`config.mk`:
```
export PLATFORM = sky130hd
export DESIGN_NAME = i2c_master_ctrl
export DESIGN_NICKNAME = d
export VERILOG_FILES = /design/src/rtl/i2c_pkg.sv /design/src/rtl/i2c_bit_timer.sv /design/src/rtl/i2c_master_ctrl.sv
export SDC_FILE = /design/constraint.sdc
export NUM_CORES = 1
export LEC_CHECK = 0
export CAP_MARGIN = 20
export CELL_PAD_IN_SITES_DETAIL_PLACEMENT = 1
export CELL_PAD_IN_SITES_GLOBAL_PLACEMENT = 2
export CORE_AREA = 2 2 80 98
export CTS_CLUSTER_SIZE = 16
export DETAILED_ROUTE_END_ITERATION = 10
export DIE_AREA = 0 0 82 100
export HOLD_SLACK_MARGIN = 0.12
export PLACE_DENSITY_LB_ADDON = 0.1
export SLEW_MARGIN = 20
export SYNTH_ARGS = -nofsm -noshare
export SYNTH_HDL_FRONTEND = slang
export SYNTH_SLANG_ARGS = --single-unit
```
`constraint.sdc`:
```
create_clock -name clk -period 3.15 [get_ports clk]
set_clock_uncertainty 0.2 [all_clocks]
set_input_delay 0.63 -clock clk [delete_from_list [all_inputs] [get_ports clk]]
set_output_delay 0.63 -clock clk [all_outputs]
set_load 0.05 [all_outputs]
```
`src/rtl/i2c_pkg.sv`:
```
// i2c_pkg
// Shared types and constants for the byte-level I2C master.
//   stateT   : transaction sequencer states
//   quarterT : quarter phase inside one bit-time (Q0..Q3)
//   RW_WRITE / RW_READ : transaction direction encoding
//   ACK / NACK         : SDA level during an acknowledge bit
//   ACK_BIT            : bit-counter value of the ninth (acknowledge) bit
package i2c_pkg;

    typedef enum logic [3:0] {
        IDLE,
        START,
        DADDR,
        MADDR,
        WDATA,
        RSTART,
        RADDR,
        RDATA,
        STOP,
        DONE
    } stateT;

    typedef enum logic [1:0] {
        Q0,
        Q1,
        Q2,
        Q3
    } quarterT;

    localparam logic RW_WRITE = 1'b0;
    localparam logic RW_READ  = 1'b1;

    localparam logic ACK  = 1'b0;
    localparam logic NACK = 1'b1;

    localparam logic [3:0] ACK_BIT = 4'd8;

    // True for the byte states in which the master shifts its own byte out.
    function automatic logic isTxByte(input stateT s);
        return (s == DADDR) || (s == MADDR) || (s == WDATA) || (s == RADDR);
    endfunction

endpackage

```
`src/rtl/i2c_bit_timer.sv`:
```
// i2c_bit_timer
// Bit-time generator: CLK_DIV prescaler, quarter counter and strobes.
// Optional feature macro: I2C_MASTER_STRETCH_EN (clock stretching).
// Ports:
//   clk, rst_n : system clock, asynchronous active-low reset
//   run        : counts while high, returns to Q0 / prescale 0 while low
//   sclHigh    : master is currently releasing SCL
//   scl_i      : sensed SCL (only used with stretching)
//   quarter    : current quarter phase
//   endBit     : last clk of Q3 (bit-time boundary)
//   sampleStb  : first clk of Q3, the SDA sample point
module i2c_bit_timer
    import i2c_pkg::*;
#(
    parameter int CLK_DIV = 4
) (
    input  logic    clk,
    input  logic    rst_n,
    input  logic    run,
    input  logic    sclHigh,
    input  logic    scl_i,
    output quarterT quarter,
    output logic    endBit,
    output logic    sampleStb
);

    localparam int PW = $clog2(CLK_DIV);

    logic [PW-1:0] prescale;
    logic          hold;
    logic          lastCycle;

`ifdef I2C_MASTER_STRETCH_EN
    // A slave holding SCL low while we release it freezes the bit timing.
    assign hold = sclHigh && !scl_i;
`else
    logic unusedStretch;
    assign hold          = 1'b0;
    assign unusedStretch = sclHigh ^ scl_i;
`endif

    assign lastCycle = (prescale == PW'(CLK_DIV - 1));
    assign endBit    = run && !hold && lastCycle && (quarter == Q3);
    assign sampleStb = run && !hold && (quarter == Q3) && (prescale == '0);

    // Prescaler and quarter counter; both restart from zero whenever the
    // sequencer is not inside a bit so every transaction starts aligned.
    always_ff @(posedge clk or negedge rst_n) begin
        if (!rst_n) begin
            prescale <= '0;
            quarter  <= Q0;
        end else if (!run) begin
            prescale <= '0;
            quarter  <= Q0;
        end else if (!hold) begin
            if (lastCycle) begin
                prescale <= '0;
                quarter  <= quarterT'(quarter + 2'd1);
            end else begin
                prescale <= prescale + 1'b1;
            end
        end
    end

endmodule

```
`src/rtl/i2c_master_ctrl.sv`:
```
// i2c_master_ctrl
// Byte-level I2C master issuing single-byte random write / random read.
// Optional feature macro: I2C_MASTER_STRETCH_EN (handled in i2c_bit_timer).
// Ports:
//   clk, rst_n              : system clock, asynchronous active-low reset
//   start, rw               : request pulse and direction (0 write, 1 read)
//   devAddr, memAddr, wrData: transaction fields, captured with start
//   rdData                  : last byte read
//   busy, done, ackErr      : status; ackErr valid with done
//   scl_o, sda_o            : line drives, 1 = released, 0 = pull low
//   scl_i, sda_i            : sensed line levels
module i2c_master_ctrl
    import i2c_pkg::*;
#(
    parameter int CLK_DIV = 4
) (
    input  logic       clk,
    input  logic       rst_n,
    input  logic       start,
    input  logic       rw,
    input  logic [6:0] devAddr,
    input  logic [7:0] memAddr,
    input  logic [7:0] wrData,
    output logic [7:0] rdData,
    output logic       busy,
    output logic       done,
    output logic       ackErr,
    output logic       scl_o,
    input  logic       scl_i,
    output logic       sda_o,
    input  logic       sda_i
);

    stateT      state;
    stateT      stateNext;
    quarterT    quarter;
    logic       endBit;
    logic       sampleStb;
    logic       run;
    logic       txByte;
    logic       ackBit;
    logic [3:0] bitCnt;
    logic [7:0] shiftReg;
    logic       loadEn;
    logic [7:0] loadVal;
    logic       rwReg;
    logic [6:0] devReg;
    logic [7:0] memReg;
    logic [7:0] wrReg;

    assign run    = (state != IDLE) && (state != DONE);
    assign busy   = run;
    assign done   = (state == DONE);
    assign txByte = isTxByte(state);
    assign ackBit = (bitCnt == ACK_BIT);

    i2c_bit_timer #(
        .CLK_DIV (CLK_DIV)
    ) uTimer (
        .clk       (clk),
        .rst_n     (rst_n),
        .run       (run),
        .sclHigh   (scl_o),
        .scl_i     (scl_i),
        .quarter   (quarter),
        .endBit    (endBit),
        .sampleStb (sampleStb)
    );

    // State register.
    always_ff @(posedge clk or negedge rst_n) begin
        if (!rst_n) begin
            state <= IDLE;
        end else begin
            state <= stateNext;
        end
    end

    // Sequencer: byte states advance after their ninth bit; a NACK seen in
    // that bit's ACK slot skips straight to STOP. loadEn preloads the next
    // outgoing byte so its MSB is on SDA at the first Q0 of the new state.
    always_comb begin
        stateNext = state;
        loadEn    = 1'b0;
        loadVal   = '0;
        case (state)
            IDLE: begin
                if (start) stateNext = START;
            end
            START: begin
                if (endBit) begin
                    stateNext = DADDR;
                    loadEn    = 1'b1;
                    loadVal   = {devReg, RW_WRITE};
                end
            end
            DADDR: begin
                if (endBit && ackBit) begin
                    if (ackErr) begin
                        stateNext = STOP;
                    end else begin
                        stateNext = MADDR;
                        loadEn    = 1'b1;
                        loadVal   = memReg;
                    end
                end
            end
            MADDR: begin
                if (endBit && ackBit) begin
                    if (ackErr) begin
                        stateNext = STOP;
                    end else if (rwReg == RW_READ) begin
                        stateNext = RSTART;
                    end else begin
                        stateNext = WDATA;
                        loadEn    = 1'b1;
                        loadVal   = wrReg;
                    end
                end
            end
            WDATA: begin
                if (endBit && ackBit) stateNext = STOP;
            end
            RSTART: begin
                if (endBit) begin
                    stateNext = RADDR;
                    loadEn    = 1'b1;
                    loadVal   = {devReg, RW_READ};
                end
            end
            RADDR: begin
                if (endBit && ackBit) stateNext = ackErr ? STOP : RDATA;
            end
            RDATA: begin
                if (endBit && ackBit) stateNext = STOP;
            end
            STOP: begin
                if (endBit) stateNext = DONE;
            end
            DONE: begin
                stateNext = IDLE;
            end
            default: begin
                stateNext = IDLE;
            end
        endcase
    end

    // Line drive decode. START and STOP shape SCL/SDA per quarter; data bits
    // hold SCL low for the first half so SDA only moves while SCL is low.
    always_comb begin
        scl_o = 1'b1;
        sda_o = 1'b1;
        case (state)
            START, RSTART: begin
                case (quarter)
                    Q0:      begin scl_o = 1'b0; sda_o = 1'b1; end
                    Q1:      begin scl_o = 1'b1; sda_o = 1'b1; end
                    Q2:      begin scl_o = 1'b1; sda_o = 1'b0; end
                    default: begin scl_o = 1'b0; sda_o = 1'b0; end
                endcase
            end
            STOP: begin
                case (quarter)
                    Q0:      begin scl_o = 1'b0; sda_o = 1'b0; end
                    Q1:      begin scl_o = 1'b1; sda_o = 1'b0; end
                    default: begin scl_o = 1'b1; sda_o = 1'b1; end
                endcase
            end
            DADDR, MADDR, WDATA, RADDR, RDATA: begin
                scl_o = (quarter == Q2) || (quarter == Q3);
                sda_o = (txByte && !ackBit) ? shiftReg[7] : NACK;
            end
            default: begin
                scl_o = 1'b1;
                sda_o = 1'b1;
            end
        endcase
    end

    // Datapath: request capture, bit counter, shared tx/rx shift register,
    // ACK error flag and read-data register.
    always_ff @(posedge clk or negedge rst_n) begin
        if (!rst_n) begin
            rwReg    <= RW_WRITE;
            devReg   <= '0;
            memReg   <= '0;
            wrReg    <= '0;
            bitCnt   <= '0;
            shiftReg <= '0;
            ackErr   <= 1'b0;
            rdData   <= '0;
        end else begin
            if ((state == IDLE) && start) begin
                rwReg  <= rw;
                devReg <= devAddr;
                memReg <= memAddr;
                wrReg  <= wrData;
                ackErr <= 1'b0;
            end

            if (stateNext != state) begin
                bitCnt <= '0;
            end else if (endBit) begin
                bitCnt <= bitCnt + 1'b1;
            end

            if (loadEn) begin
                shiftReg <= loadVal;
            end else if (endBit && txByte && !ackBit) begin
                shiftReg <= {shiftReg[6:0], 1'b0};
            end else if (sampleStb && (state == RDATA) && !ackBit) begin
                shiftReg <= {shiftReg[6:0], sda_i};
            end

            if (sampleStb && txByte && ackBit && (sda_i == NACK)) begin
                ackErr <= 1'b1;
            end

            if ((state == RDATA) && endBit && ackBit) begin
                rdData <= shiftReg;
            end
        end
    end

endmodule
```
### Word level (Yosys, flattened, before mapping)

Index checks and enable logic that the tools add are counted.

| cells by class | value |
|---|---|
| add/sub/neg operators | 3 |
| equality and inequality tests | 17 |
| mux-type cells | 46 |
| reduce and logical (&&, ||, !) cells | 34 |

Operators with widths:

| kind | count |
|---|---|
| 8-bit two-way mux | 10 |
| 4-bit two-way mux | 13 |
| 4-bit case mux with 8 select lines | 1 |
| 8-bit case mux with 4 select lines | 1 |
| 1-bit logical AND | 17 |
| 4-bit by 3-bit == test with 1-bit output (second input constant) | 4 |
| 1-bit two-way mux | 14 |
| 4-bit == test (second input constant) | 3 |
| 1-bit case mux with 3 select lines | 3 |
| 4-bit by 2-bit == test with 1-bit output (second input constant) | 2 |
| 2-bit two-way mux | 4 |
| 2-bit OR reduction | 4 |
| 2-bit == test (second input constant) | 3 |
| 5-bit OR reduction | 1 |
| 2-bit by 1-bit adder with 2-bit output (second input constant) | 2 |
| 4-bit by 1-bit adder with 4-bit output (second input constant) | 1 |
| 4-bit by 1-bit == test with 1-bit output (second input constant) | 1 |
| 2-bit logical NOT | 2 |
| 4-bit logical NOT | 1 |
| 1-bit logical OR | 4 |
| 4-bit != test | 1 |
| 4-bit != test (second input constant) | 1 |
| 2-bit nonzero test | 2 |
| 4-bit nonzero test | 1 |
| other kinds (4) | 4 |

| storage, ports and cells | value |
|---|---|
| bits in registers | 53 |
| bits of input ports | 29 |
| output and inout bits | 13 |
| logic and storage cells | 111 |

### Depth between registers and ports, before layout

| logic depth | value |
|---|---|
| word-level depth | 9 |
| depth in mapped cells | 7 |
| gate-level depth less buffers | 7 |

### Modules after synthesis

From an unflattened synthesis, not the netlist that was laid out.

| second synthesis, totals | value |
|---|---|
| cells, all modules | 242 |
| area total of the unflattened synthesis | 2902.8 µm² |

By module, submodules not included:

| module | times used | cells an instance | area each (µm²) | seq. area each (µm²) |
|---|---|---|---|---|
| i2c_master_ctrl | 1 | 225 | 2698.8 | 1226.2 |
| i2c_bit_timer | 1 | 17 | 203.9 | 100.1 |

### Worst setup path after synthesis

Ideal clock, no wire load.

| path | value |
|---|---|
| path type | reg-to-output |
| from | register state[0] |
| to | output scl_o |
| arrival | 2067 ps |
| slack | 253 ps |
| cell stages (with the launch flop) | 5 |
| path buffers | 1 |
| path through | dfrtp_1 buf_4 nand2b_1 nor2b_1 o32ai_1 |

| between the ends | value |
|---|---|
| word-level cells in the longest chain between the ends | 3 |

RTL lines:

| item | line | source |
|---|---|---|
| start, declared | i2c_master_ctrl.sv:34 | `stateT state;` |
| start signal, assigned | i2c_master_ctrl.sv:75 | `state <= stateNext;` |
| 4-bit by 2-bit == test with 1-bit output, or another cell as far along | i2c_master_ctrl.sv:154 | `case (state)` |
| 5-bit OR reduction or 2-bit OR reduction (tied branches) | -- |  |
| 1-bit case mux with 3 select lines * | i2c_master_ctrl.sv:154 |  |
| end, declared | i2c_master_ctrl.sv:28 | `output logic scl_o,` |

Every way passes the cells marked *; elsewhere a longest branch is shown, timed or not.

### Final worst setup path

| path | value |
|---|---|
| from | register state[1] |
| to | output done |

| between the ends | value |
|---|---|
| word-level cells in the longest chain between the ends | 1 |

RTL lines:

| item | line | source |
|---|---|---|
| 4-bit == test | i2c_master_ctrl.sv:53 | `assign done = (state == DONE);` |
| end, declared | i2c_master_ctrl.sv:26 | `output logic done,` |

No other way between the ends.

==> results.cfg <==
[status]
status = finished, final reports clean

[global_routing]
grt_usage = 0.1802
globalRouteOverflowTotal = 0
grt_pass1_wl_um = 11280
grt_pass1_vias = 2152
grt_max_degree = 30
antenna_found_initial = 0

[critical_path]
crit_path_cell_trace = nand2b_1 > nor2_1 > clkdlybuf4s50_1
cp_max_fo = 10
cp.required_ps = 2320
r2r_slack_ps = 680
arrival_ps = 2050
start_kind = flip-flop
reg2regPathDepth = 6
cpPeakStageDelay_ps = 800
path_class = reg2out
crit_slowest_cell = clkdlybuf4s50_1
endpoint_kind = output pin

[clock_network]
clk_latency_ps = 310
numCtsBuffers = 5
clkSinkCount = 53
cts.path.max_buffers = 2
post_cts_buffers = 0
ctsResizeCount = 0
ctsHoldBuffers = 0
root_buffer = clkbuf_8
clk_pin_slew_worst_paths_ps = 100
cts_tree = built
htree_levels = 2

[drt]
dr.pass1.iters = 4
vias = 2045
vias_per_cell = 5.382
drtIter0Drc = 49
wl_um = 6686
drc = 0
wl_per_cell_um = 17.59
ant_nets = 0

[sta]
post-route-period-util = 0.9150
rsz0062_at_grt = no
worstMarginPinSlew_ps = 822.9
setup_tns_ps = 0
drv_slew = 0
fmax_mhz = 346.9
final-hold-violation-count = 0
timing.final.crit_period_ps = 2882
setup_viol = 0
max_slew_margin = 0.4443

[logic_synthesis]
yosysMostFrequentCell = dfrtp_1
syn_inst = 237
synth_compound_area_frac = 0.1645
post_synth.cell_area_avg_um2 = 11.39
synthMuxAreaShare = 0.1446
ys_ff_latch = 53
ys_async_sr_fraction = 1.000
synth_area_um2 = 2700
synth_top_family_by_area = compound AO/OA/AOI/OAI gates
synth_area_leader_cell = dfrtp_1
yosys.area.top_type_share = 0.4912
ys_seq_area_frac = 0.4912
synth_flop_cell = dfrtp_1
synthXorXnorAreaFrac = 0.01622
synth-edff-count = 0
synth_commonest_cells = dfrtp_1, mux2_2, a2bb2oi_1, nor2_1, o21ai_0
synth-warning-count = 0
synth.distinct_cells = 43
synth_fp_nets = 274
synth_area_leaders = dfrtp_1, mux2_2, a2bb2oi_1
synthAdderAreaFrac = 0.03707
yosys.area_share.simple = 0.1191

[finish]
drive_above_1_share = 0.2257
fin_cells = 380
nets = 324
antenna-diode-count = 0
area_delta_synth_final_pct = 23.54

[power_and_ir_drop]
p_switching_uw = 259.9
peakVddDrop_mv = 0.1837
p_comb_frac = 0.045
p_int_uw = 869.4
power_density_nw_per_um2 = 338.6
clkPwrFrac = 0.353
seqPwrFrac = 0.602
switching_share = 0.2302
leakage_uw = 0.001524

[floorplan]
fp-row-count = 35
core_area_um2 = 7357
io_pins = 42
initial_core_util = 0.3670
die_y_um = 100
die_area_um2 = 8200
die_x_um = 82

[place]
gp_congestion = 0.8220
dp.cells = 372
io_buffers = 40
hpwl_um = 4892

[hold_path]
hp-class = in2async

[flow_run]
max_cap_viol_count = 0
-- registers in the layout, summed over array words and instances (netlist names) --
| register | count |
|---|---|
| uTimer.quarter | 2 |
| memReg | 8 |
| devReg | 7 |
| wrReg | 8 |
| shiftReg | 8 |
| state | 4 |
| rdData | 8 |
| bitCnt | 4 |
| rwReg | 1 |
| uTimer.prescale | 2 |
| ackErr | 1 |
-- critical path, delay by kind of cell (launching register included) --
kind          cells  cell delay [ps]
flops             1              530
buf+inv           1              800
simple gates      2              420
-- power groups by stage --
stage | Sequential [uW] | Combinational, uW | Clock (uW)
floorplan | 693 | 1.91 | 0
global placement | 693 | 52.4 | 0
detailed placement | 693 | 53.0 | 0
CTS | 680 | 53.1 | 417
global route | 680 | 57.0 | 440
finish | 680 | 51.1 | 398
-- placed cells by master (no fill, tap or decap), types with 2 or more instances in the layout --
cell type and count:
o22ai_1 2, mux2i_1 3, nor3_1 6, mux2_2 32, ha_1 8, buf_4 14
xnor2_1 3, nor3_2 2, nor2_1 15, nand2b_1 7, a21oi_1 11, xor2_1 2
nand4_1 2, o32a_1 2, dfrtp_1 53, a211oi_1 2, inv_1 9, a2bb2oi_1 15
nand2_1 8, clkbuf_8 5, nand2_2 2, a21o_1 2, nand3_1 2, clkdlybuf4s50_1 36
a22oi_1 8, and2_1 2, nor2b_1 4, o21ai_0 13
-- stage by stage --
stage               power [uW]  instance area (um2)  hold WS [ps]    util  worst slack, ps
floorplan                695.4                 2700         134.4       -            253.3
global placement         745.7                 3246         258.9  0.4412            627.2
detailed placement       746.3                 3246         274.2  0.4412            614.2
CTS                       1150                 3336         185.3  0.4534            257.2
global route              1177                 3336         202.3  0.4534            184.6
finish                    1129                 3336         163.0  0.4534            267.7
-- kinds of logic (layout without fill, tap and decap cells) --
family	count (synthesis)	after routing
compound gates	62	62
flops	53	53
mux	35	35
buf+inv	17	68
fa+ha+maj	8	8
xor+xnor	5	5
simple gates	57	57
-- routing by layer --
layer,vias up,GRT usage,part of all wire
met2,31,0.3196,0.53
li1,965,-,-
met5,-,0,0
met3,5,0.02338,0.024
met1,1044,0.2302,0.44
met4,0,0.04231,0.0084
-- final timing paths --
check / from / end
max: state[1] / done
min: rst_n / state[3]
max reg2reg: uTimer.prescale[0] / rdData[0]
min reg2reg: uTimer.prescale[0] / uTimer.prescale[0]
max in group asynchronous: rst_n / devReg[2]
min in group clk: uTimer.prescale[0] / uTimer.prescale[0]
-- cell type report --
cell class	count	area (um2)
timing repair buffer	51	470.5
clock buffer	5	68.82
clock inverter	3	21.27
fill	838	4021
tap	92	115.1
inverter	9	33.78
sequential	53	1326
multi-input combinational	167	1300
Note: power is estimated with default switching activity, not from simulation.
